===== src/rtl/spi_capture_reader.sv =====
// SPI master that clocks {pins, timestamp} capture frames in from the capture slave
// and presents them on a valid/ready stream with change detection and timestamp deltas.
module spi_capture_reader #(
  parameter int unsigned CLK_DIV = 2,
  parameter int unsigned PIN_W   = 8,
  parameter int unsigned TS_W    = 32
) (
  input  logic              clk,
  input  logic              rst,
  input  logic              enable,
  input  logic              miso,
  output logic              spi_clk,
  output logic              mosi,
  output logic              busy,
  output logic              out_valid,
  input  logic              out_ready,
  output logic [PIN_W-1:0]  out_pins,
  output logic [TS_W-1:0]   out_ts,
  output logic              out_changed,
  output logic [TS_W-1:0]   out_ts_delta
);

  localparam int unsigned FRAME_BITS = PIN_W + TS_W;
  localparam int unsigned DIV_W      = (CLK_DIV > 1) ? $clog2(CLK_DIV) : 1;
  localparam int unsigned BIT_W      = $clog2(FRAME_BITS);
  localparam logic [DIV_W-1:0] DIV_LAST = DIV_W'(CLK_DIV - 1);
  localparam logic [BIT_W-1:0] BIT_LAST = BIT_W'(FRAME_BITS - 1);

  typedef enum logic [1:0] {
    IDLE,
    LOW,
    HIGH,
    DONE
  } state_t;

  state_t                  state_q, state_d;
  logic [DIV_W-1:0]        div_q, div_d;
  logic [BIT_W-1:0]        bit_q, bit_d;
  logic [FRAME_BITS-1:0]   shift_q, shift_d;
  logic                    spi_clk_q;
  logic                    load;
  logic                    accept;

  logic                    out_valid_q;
  logic [PIN_W-1:0]        out_pins_q;
  logic [TS_W-1:0]         out_ts_q;
  logic                    out_changed_q;
  logic [TS_W-1:0]         out_ts_delta_q;
  logic [PIN_W-1:0]        prev_pins_q;
  logic [TS_W-1:0]         prev_ts_q;
  logic                    first_q;

  assign accept = out_valid_q && out_ready;

  always_comb begin
    state_d = state_q;
    div_d   = div_q;
    bit_d   = bit_q;
    shift_d = shift_q;
    load    = 1'b0;
    unique case (state_q)
      IDLE: begin
        if (enable) begin
          state_d = LOW;
          div_d   = '0;
          bit_d   = '0;
        end
      end
      LOW: begin
        // Sample on the last low cycle so miso has CLK_DIV-1 cycles to settle.
        if (div_q == DIV_LAST) begin
          shift_d = {shift_q[FRAME_BITS-2:0], miso};
          div_d   = '0;
          state_d = HIGH;
        end else begin
          div_d = div_q + DIV_W'(1);
        end
      end
      HIGH: begin
        if (div_q == DIV_LAST) begin
          div_d = '0;
          if (bit_q == BIT_LAST) begin
            state_d = DONE;
          end else begin
            bit_d   = bit_q + BIT_W'(1);
            state_d = LOW;
          end
        end else begin
          div_d = div_q + DIV_W'(1);
        end
      end
      DONE: begin
        if (!out_valid_q || out_ready) begin
          load    = 1'b1;
          state_d = IDLE;
        end
      end
      default: state_d = IDLE;
    endcase
  end

  always_ff @(posedge clk) begin
    if (rst) begin
      state_q   <= IDLE;
      div_q     <= '0;
      bit_q     <= '0;
      shift_q   <= '0;
      spi_clk_q <= 1'b0;
    end else begin
      state_q   <= state_d;
      div_q     <= div_d;
      bit_q     <= bit_d;
      shift_q   <= shift_d;
      // Registered from the next state so spi_clk lines up with HIGH exactly.
      spi_clk_q <= (state_d == HIGH);
    end
  end

  always_ff @(posedge clk) begin
    if (rst) begin
      out_valid_q    <= 1'b0;
      out_pins_q     <= '0;
      out_ts_q       <= '0;
      out_changed_q  <= 1'b0;
      out_ts_delta_q <= '0;
      prev_pins_q    <= '0;
      prev_ts_q      <= '0;
      first_q        <= 1'b1;
    end else if (load) begin
      out_valid_q    <= 1'b1;
      out_pins_q     <= shift_q[FRAME_BITS-1:TS_W];
      out_ts_q       <= shift_q[TS_W-1:0];
      out_changed_q  <= first_q || (shift_q[FRAME_BITS-1:TS_W] != prev_pins_q);
      out_ts_delta_q <= first_q ? '0 : (shift_q[TS_W-1:0] - prev_ts_q);
      prev_pins_q    <= shift_q[FRAME_BITS-1:TS_W];
      prev_ts_q      <= shift_q[TS_W-1:0];
      first_q        <= 1'b0;
    end else if (accept) begin
      out_valid_q <= 1'b0;
    end
  end

  assign spi_clk      = spi_clk_q;
  assign mosi         = 1'b0;
  assign busy         = (state_q != IDLE);
  assign out_valid    = out_valid_q;
  assign out_pins     = out_pins_q;
  assign out_ts       = out_ts_q;
  assign out_changed  = out_changed_q;
  assign out_ts_delta = out_ts_delta_q;

endmodule


===== config.mk =====
export PLATFORM = sky130hd
export DESIGN_NAME = spi_capture_reader
export DESIGN_NICKNAME = d
export VERILOG_FILES = /design/src/rtl/spi_capture_reader.sv
export SDC_FILE = /design/constraint.sdc
export NUM_CORES = 1
export LEC_CHECK = 0
export BUFFER_PORTS_ARGS = -buffer_cell sky130_fd_sc_hd__buf_2
export CAP_MARGIN = 20
export CORE_ASPECT_RATIO = 0.6
export CORE_MARGIN = 3
export CORE_UTILIZATION = 55
export CTS_CLUSTER_SIZE = 20
export DETAILED_ROUTE_END_ITERATION = 10
export PLACE_DENSITY = 0.76
export SLEW_MARGIN = 10
export SYNTH_ARGS = -nofsm -noshare
export SYNTH_HDL_FRONTEND = slang
export SYNTH_SLANG_ARGS = --single-unit

===== constraint.sdc =====
create_clock -name clk -period 6.8 [get_ports clk]
set_clock_uncertainty 0.1 [all_clocks]
set_input_delay 1.36 -clock clk [delete_from_list [all_inputs] [get_ports clk]]
set_output_delay 1.36 -clock clk [all_outputs]
set_load 0.02 [all_outputs]

* Word-level counts from Yosys, hierarchy flattened
Index checks and enable logic that the tools add are counted.
** Word-level totals
- Flip-flop bits (word level) :: 125
- Logic and storage cells :: 54
- Output and inout port bits :: 77
** Operators by class
- Add/sub/neg operators :: 3
- Reduce and logical (&&, ||, !) cells :: 13
- Mux-type cells :: 18
- Equality and inequality tests :: 9
** Operators with widths (count)
- two-way mux 32 bit :: 1
- subtractor 32 bit :: 1
- two-way mux 6 bit :: 3
- case mux 6 bit (2 select lines) :: 1
- two-way mux 2 bit :: 5
- != test 8 bit :: 1
- case mux 2 bit (4 select lines) :: 1
- nonzero test 2 bit :: 4
- adder 6 x 1 -> 6 bit (second input constant) :: 1
- equality test 2 bit (second input constant) :: 3
- equality test 6 bit (second input constant) :: 1
- two-way mux 1 bit :: 6
- != test 2 bit (second input constant) :: 3
- AND reduction 2 bit :: 2
- AND reduction 4 bit :: 1
- equality test 2 x 1 -> 1 bit (second input constant) :: 1
- zero test 2 bit :: 1
- logical OR 1 bit :: 2
- case mux 1 bit (2 select lines) :: 1
- OR reduction 2 bit :: 1
- adder 1 bit (second input constant) :: 1
- logical AND 1 bit :: 1
- zero test 1 bit :: 1

* Longest topological paths before layout
Gate-level depths: netlist of the first run.
- Depth after elaboration :: 5
- Mapped depth :: 10
- Mapped depth without buffers :: 10

* Least setup slack after synthesis of the first run
No wires, ideal clock.
- Path kind :: input -> register
- Start point :: input port out_ready
- End point :: register out_ts_delta_q[29], in the netlist out_ts_delta[29]
- Arrival time :: 2661 ps
- Setup time :: 79 ps
- Cell stages on the path :: 6
- Slack :: 3961 ps
- Path through :: nor2b_1 nand2b_1 clkbuf_1 or3_1 or4_1 o211ai_1
** On the way
- Word-level cells in the longest chain between the ends :: 3
** RTL lines
- from (decl) :: RTL line 16 : input logic out_ready,
- logical OR 1 bit :: RTL line 93 : if (!out_valid_q || out_ready) begin
- two-way mux 1 bit :: RTL line 93
- two-way mux 1 bit :: RTL line 61 : unique case (state_q)
- to (signal assigned) :: RTL line 134 : out_ts_delta_q <= first_q ? '0 : (shift_q[TS_W-1:0] - prev_ts_q);
- to (decl) :: RTL line 48 : logic [TS_W-1:0] out_ts_delta_q;
Every way passes these cells.
A chain may end at the register's enable or synchronous reset.

* Worst setup path after layout of the first run
- Start point :: input port out_ready
- End point :: register out_ts_delta_q[31], in the netlist out_ts_delta[31]
The elaborated chain is that of the path after synthesis.

==> results of run 1 <==
flip-flops by register name, indices dropped and copies added, names as in the netlist:
register,cells
spi_clk,1
div_q,1
prev_pins_q,8
shift_q,40
out_valid,1
prev_ts_q,32
bit_q,6
out_ts_delta,32
out_changed,1
first_q,1
state_q,2
cell families after synthesis:
group | after synthesis
adders and majority gates | 38
AOI/OAI and AO/OA | 219
buffers and inverters | 88
other | 1
DFF | 125
xor gates and xnor gates | 35
and+or+nand+nor | 322
muxes | 2
worst max path at each step:
stage,startpoint,to,slack (ps),cells after the start
floorplan,out_ready,out_ts_delta[29],3960,6
global placement,out_ready,out_ts_delta[31],3210,9
detailed placement,out_ready,out_ts_delta[31],3070,9
CTS,out_ready,out_ts_delta[31],3490,9
global route,out_ready,out_ts_delta[31],3200,9
finish,out_ready,out_ts_delta[31],3470,9
routing by layer:
layer / part of all wire, % / wire (µm) / vias up / track usage (%)
met4: 1.3 / 229 / 0 / 7.62
met5: 0 / 0 / - / 0
li1: - / - / 2946 / -
met2: 42 / 7230 / 263 / 41.3
met1: 49 / 8420 / 2803 / 40.8
met3: 8.0 / 1380 / 28 / 5.61
worst min-delay path, cell delays in order, from the launching register on:
cell and delay (ps):
dfxtp_1 300, nand2_1 50, o21ai_1 50
cell type report:
| cell class | instances | share of cell area (%) |
|---|---|---|
| clock inverter | 15 | 3.45 |
| inverter | 44 | 2.21 |
| sequential | 125 | 33.5 |
| timing repair buffer | 85 | 5.85 |
| clock buffer | 17 | 5.69 |
| multi-input combinational | 617 | 46.8 |
| tap | 155 | 2.59 |
where the power goes:
part / total (mW) / internal [mW] / leakage (nW) / switching, mW
combinational: 0.0399 / 0.00917 / 1.79 / 0.0307
sequential: 0.738 / 0.735 / 1.01 / 0.00283
clock: 1.05 / 0.695 / 0.329 / 0.357
total: 1.83 / 1.44 / 3.13 / 0.390
placed cells by master (no fill, tap or decap), types with 12 or more instances in the layout:
cell type,synthesis,routed
dfxtp_1,125,125
clkbuf_16,0,17
inv_1,44,44
nand2_1,218,218
a21oi_1,114,114
o21ai_0,36,36
nor3_1,12,12
xnor2_1,16,16
ha_1,37,37
xor2_1,19,19
buf_2,3,80
nor2_1,40,39
metrics by stage:
step | hold slack, ps | instances | utilization (%) | setup slack [ps] | area [µm²]
4_1_cts | 347 | 1058 | 68.5 | 3490 | 7480
3_5_place_dp | 339 | 1026 | 62.2 | 3070 | 6790
5_1_grt | 376 | 1058 | 68.5 | 3200 | 7480
6_report | 343 | 1058 | 68.5 | 3470 | 7480
2_1_floorplan | 357 | 830 | - | 3960 | 6350
3_3_place_gp | 334 | 1026 | 62.2 | 3210 | 6790
==> metrics, run 1 <==
Die Ht 89.3 µm; Routed WL per cell 16.3 µm; die area 12900 µm²; Max Slew Vio Count 0; top-count cell post-synth nand2_1; Synth area leader dfxtp_1; critical path arrival 3520 ps; area grow syn2layout 17.7%; relative slew slack 33.4%; Final Power 1.83 mW; Min-Delay Path Class register to register; Final Hold Viols 0; #FFs+latches synth 125; Synth Area in Adders 7.60%; worst skew pair latency 410 ps; status complete, no violations; worst r2r dst out_ts_delta[26]; Synth area leaders dfxtp_1, nand2_1, a21oi_1; Max rail drop VDD 0.000201 V; DR iter-0 viols 543; vias in the first global route 5632; largest family of logic cells by synthesized area simple AND/OR/NAND/NOR gates; crit path cell chain buf_2 -> nor2b_1 -> nand2b_2 -> buf_4 -> or3_1 -> nor3_1 -> o21ai_0 -> a2bb2oi_1 -> nand2_1; CTS buffer count 17; Syn Inst Count 830; Final ANT Viol Nets 0; register-to-register setup slack 4020 ps; H-tree levels 4; hold depth 2; Main synth FF type dfxtp_1; Die Wd 145 µm; nets@finish 933; core area 10900 µm²; Setup-failing EPs final 0; Buffers & Inverters on Critical Path 2; Lkg Pwr 3.13 nW; r2r startpoint prev_ts_q[11]; number of max-cap violations 0; WHS Endpoint out_ts_delta[22]; Crit Path Category input pin to register; largest net degree at the start of global routing 99; Vias/cell 5.71; cts hold-fix bufs 0; hold_sp out_ts_delta[22]; xor and xnor fraction of the mapped netlist area 4.82%; Tightest Pin Transition 999 ps; Initial Util 58.2%; synth warn 0; asr flop ratio synth 0%; post-CTS sizing 0; most frequent cells after synthesis nand2_1, dfxtp_1, a21oi_1; via count 6040; RSZ-0062 raised after global routing false; drt total wl 17300 µm; fillers 905; Register-to-Register Path Depth 9; CP Capture Type register; CP max stage cell or3_1; row cnt 29; Global Route Usage Sum 27.7%; Synth top area share 39.4%; max incr delay on CP 630 ps; cell area after synthesis 6350 µm²; Post-CTS Setup Bufs 0; FF/Latch Area 2500 µm²; root buffer cell clkbuf_16; multi-input logic area 3500 µm²; initial antenna violation count 0; Worst Path Max Fanout 60; GPL Wtd Cong 0.926; post-synthesis net count 873; PD cells 245 nW/µm²; mux share of post-synthesis cell area 0.315%; clk sinks 125; Achievable Freq 301 MHz; library cells used by synthesis 64; Compound-Gate Fraction of Synth Area 20.8%; number of synthesized flops with an enable pin 0; GRT overflow 0; first-pass GRT wire length 28300 µm; Avg Inst Size Synth 7.65 µm²; DRC Markers 0; Final TNS setup 0 ps; CP required 6990 ps; sequential share of the synthesized area 39.4%; layout cells sized above 1 14.4%; min cycle time layout 3330 ps; critical path's top delay family simple AND/OR/NAND/NOR gates; hpwl dp 12100 µm; # diodes 0; Port-buffer cells 80; simple-gate area share of the yosys netlist 21.4%; IO Count 82; final worst path period share 48.9%; CP Launch Type input pin; Reg clk slew, reported paths 60 ps; Pre-antenna DRT Iters 5; CTS tree yes; Bufs on Longest Clock Path 2
Power figures use the tool's default switching activity.
==> run 2: changes to the inputs <==
--- a/config.mk
+++ b/config.mk
@@ -5,11 +5,12 @@
 export SDC_FILE = /design/constraint.sdc
 export NUM_CORES = 1
 export LEC_CHECK = 0
+export ABC_AREA = 1
 export BUFFER_PORTS_ARGS = -buffer_cell sky130_fd_sc_hd__buf_2
 export CAP_MARGIN = 20
 export CORE_ASPECT_RATIO = 0.6
 export CORE_MARGIN = 3
-export CORE_UTILIZATION = 55
+export CORE_UTILIZATION = 53
 export CTS_CLUSTER_SIZE = 20
 export DETAILED_ROUTE_END_ITERATION = 10
 export PLACE_DENSITY = 0.76
==> constraint.sdc (replaced) <==
create_clock -name clk -period 3 [get_ports clk]
set_clock_uncertainty 0.1 [all_clocks]
set_input_delay 0.6 -clock clk [delete_from_list [all_inputs] [get_ports clk]]
set_output_delay 0.6 -clock clk [all_outputs]
set_load 0.02 [all_outputs]
==> metrics, run 2 <==
Synth area leader dfxtp_1; Die Wd 157 µm; Max Slew Vio Count 0; nets@finish 1192; pre-CTS setup slack 635 ps; WHS Endpoint out_ts_delta[9]; Max rail drop VDD 0.000417 V; CP required 3190 ps; die area 15100 µm²; Final ANT Viol Nets 0; GRT Max-Usage Layer met1; crit path cell chain inv_1 -> ha_1 -> fa_1 -> inv_1 -> nand3_1 -> nand3_1 -> nand2_1 -> nand2_1 -> nand3_1 -> nand2_1 -> nand2_1 -> nand3_1 -> a21oi_1; Synth area leaders dfxtp_1, nand2_1, inv_1; Bufs on Longest Clock Path 2; drt total wl 18100 µm; hpwl dp 12900 µm; Routed WL per cell 13.6 µm; sequential share of the synthesized area 34.7%; r2r startpoint shift_q[0]; CTS buffer count 17; max incr delay on CP 360 ps; IO Count 82; setup slack after layout 806 ps; DR iter-0 viols 584; number of synthesized flops with an enable pin 0; DRC Markers 0; library cells used by synthesis 40; worst skew pair latency 430 ps; worst r2r dst out_ts_delta[16]; Final Hold Viols 0; Worst Path Max Fanout 5; synth warn 0; Setup-failing EPs final 0; xor and xnor fraction of the mapped netlist area 0.729%; Register-to-Register Path Depth 13; Most flops, register shift_q; CP Launch Type register; most frequent cells in the layout nand2_1, inv_1, dfxtp_1, nor2_1, a21oi_1; area grow syn2layout 15.1%; initial antenna violation count 0; hold_sp out_ts_delta[9]; Syn Inst Count 1081; Die Ht 96.3 µm; Lkg Pwr 4.06 nW; Achievable Freq 456 MHz; Port-buffer cells 80; Tightest Pin Transition 874 ps; Final Power 5.32 mW; GR Util met1 37.3%; largest family of logic cells by synthesized area simple AND/OR/NAND/NOR gates; Main synth FF type dfxtp_1; FF/Latch Area 2500 µm²; Synth Area in Adders 6.70%; Pre-antenna DRT Iters 5; GR Layer Usage met3 4.72%; post-synthesis net count 1124; Compound-Gate Fraction of Synth Area 15.6%; #FFs+latches synth 125; Avg Inst Size Synth 6.67 µm²; Initial Util 55.2%; vias in the first global route 5877; CTS tree yes; layout cells sized above 1 18.2%; cell area after synthesis 7210 µm²; Synth top area share 34.7%; via count 6836; Post-CTS Setup Bufs 0; max FFs per register 40; RSZ-0062 raised after global routing false; top-count cell post-synth nand2_1; number of max-cap violations 0; final worst path period share 73.1%; min cycle time layout 2190 ps; simple-gate area share of the yosys netlist 31.1%; CP Capture Type register; first-pass GRT wire length 29300 µm; commonest non-fill, non-tap cell in the layout nand2_1; cts hold-fix bufs 0; Reg clk slew, reported paths 60 ps; asr flop ratio synth 0%; root buffer cell clkbuf_16; Final Core Density 63.5%; Final Instance Area 8290 µm²; H-tree levels 4; CP max stage cell fa_1; Min-Delay Path Class register to register; row cnt 32; register-to-register setup slack 810 ps; fillers 1206; Global Route Usage Sum 24.4%; multi-input logic area 3900 µm²; # diodes 0; largest net degree at the start of global routing 98; critical path arrival 2380 ps; clk sinks 125; core area 13100 µm²; placed cell area 7690 µm²; hold depth 2; crit path from shift_q[0]; Vias/cell 5.13; post-CTS sizing 0; relative slew slack 41.7%; PD cells 641 nW/µm²; GRT overflow 0; GPL Wtd Cong 0.923; mux share of post-synthesis cell area 0%; GR Util met2 34.1%; Crit Path Category register to register; status complete, no violations; Final TNS setup 0 ps; most frequent cells after synthesis nand2_1, inv_1, dfxtp_1
run 2: where the power goes:
part / total [mW] / internal (mW) / switching [mW] / leakage, nW
Combinational: 1.48 / 0.474 / 1.00 / 2.77
Sequential: 1.75 / 1.70 / 0.0414 / 1.01
Clock: 2.09 / 1.26 / 0.836 / 0.284
Total: 5.32 / 3.44 / 1.88 / 4.06
run 2: through the flow:
step | hold WS, ps | cells
5_1_grt | 378 | 1332
6_report | 360 | 1332
3_5_place_dp | 355 | 1300
4_1_cts | 364 | 1332
2_1_floorplan | 353 | 1081
3_3_place_gp | 349 | 1300
run 2: logic make-up after synthesis:
group / after synthesis
AND/OR/NAND/NOR: 499
buffers and inverters: 203
adder cells (fa/ha/maj): 38
other: 1
AO/OA/AOI/OAI: 209
XOR/XNOR: 6
flip-flops: 125
run 2: how the worst max path moves through the flow:
stage          cells after the start  slack (ps)               end
2_1_floorplan                     12        1080  out_ts_delta[28]
3_3_place_gp                       7         710     prev_ts_q[16]
3_5_place_dp                       7         640     prev_ts_q[15]
4_1_cts                           13         810  out_ts_delta[16]
5_1_grt                           12         600  out_ts_delta[16]
6_report                          13         810  out_ts_delta[16]
run 2: cell type report:
class                      instances  share of cell area (%)
inverter                         167                    7.56
multi-input combinational        753                    47.1
tap                              170                    2.57
clock inverter                    14                    1.90
sequential                       125                    30.2
timing repair buffer              85                    5.43
clock buffer                      18                    5.30
run 2: per-layer routing:
layer | vias to the layer above | wire length [µm]
li1 | 3552 | -
met1 | 3054 | 9610
met2 | 212 | 7060
met3 | 18 | 1230
met4 | 0 | 191
met5 | - | 0
run 2: critical path: cells and delay by family (launching register included):
family / cells / cell delay (ps)
AOI/OAI and AO/OA: 1 / 60
buffers and inverters: 2 / 230
DFF: 1 / 320
adders and majority gates: 2 / 560
and+or+nand+nor: 8 / 800
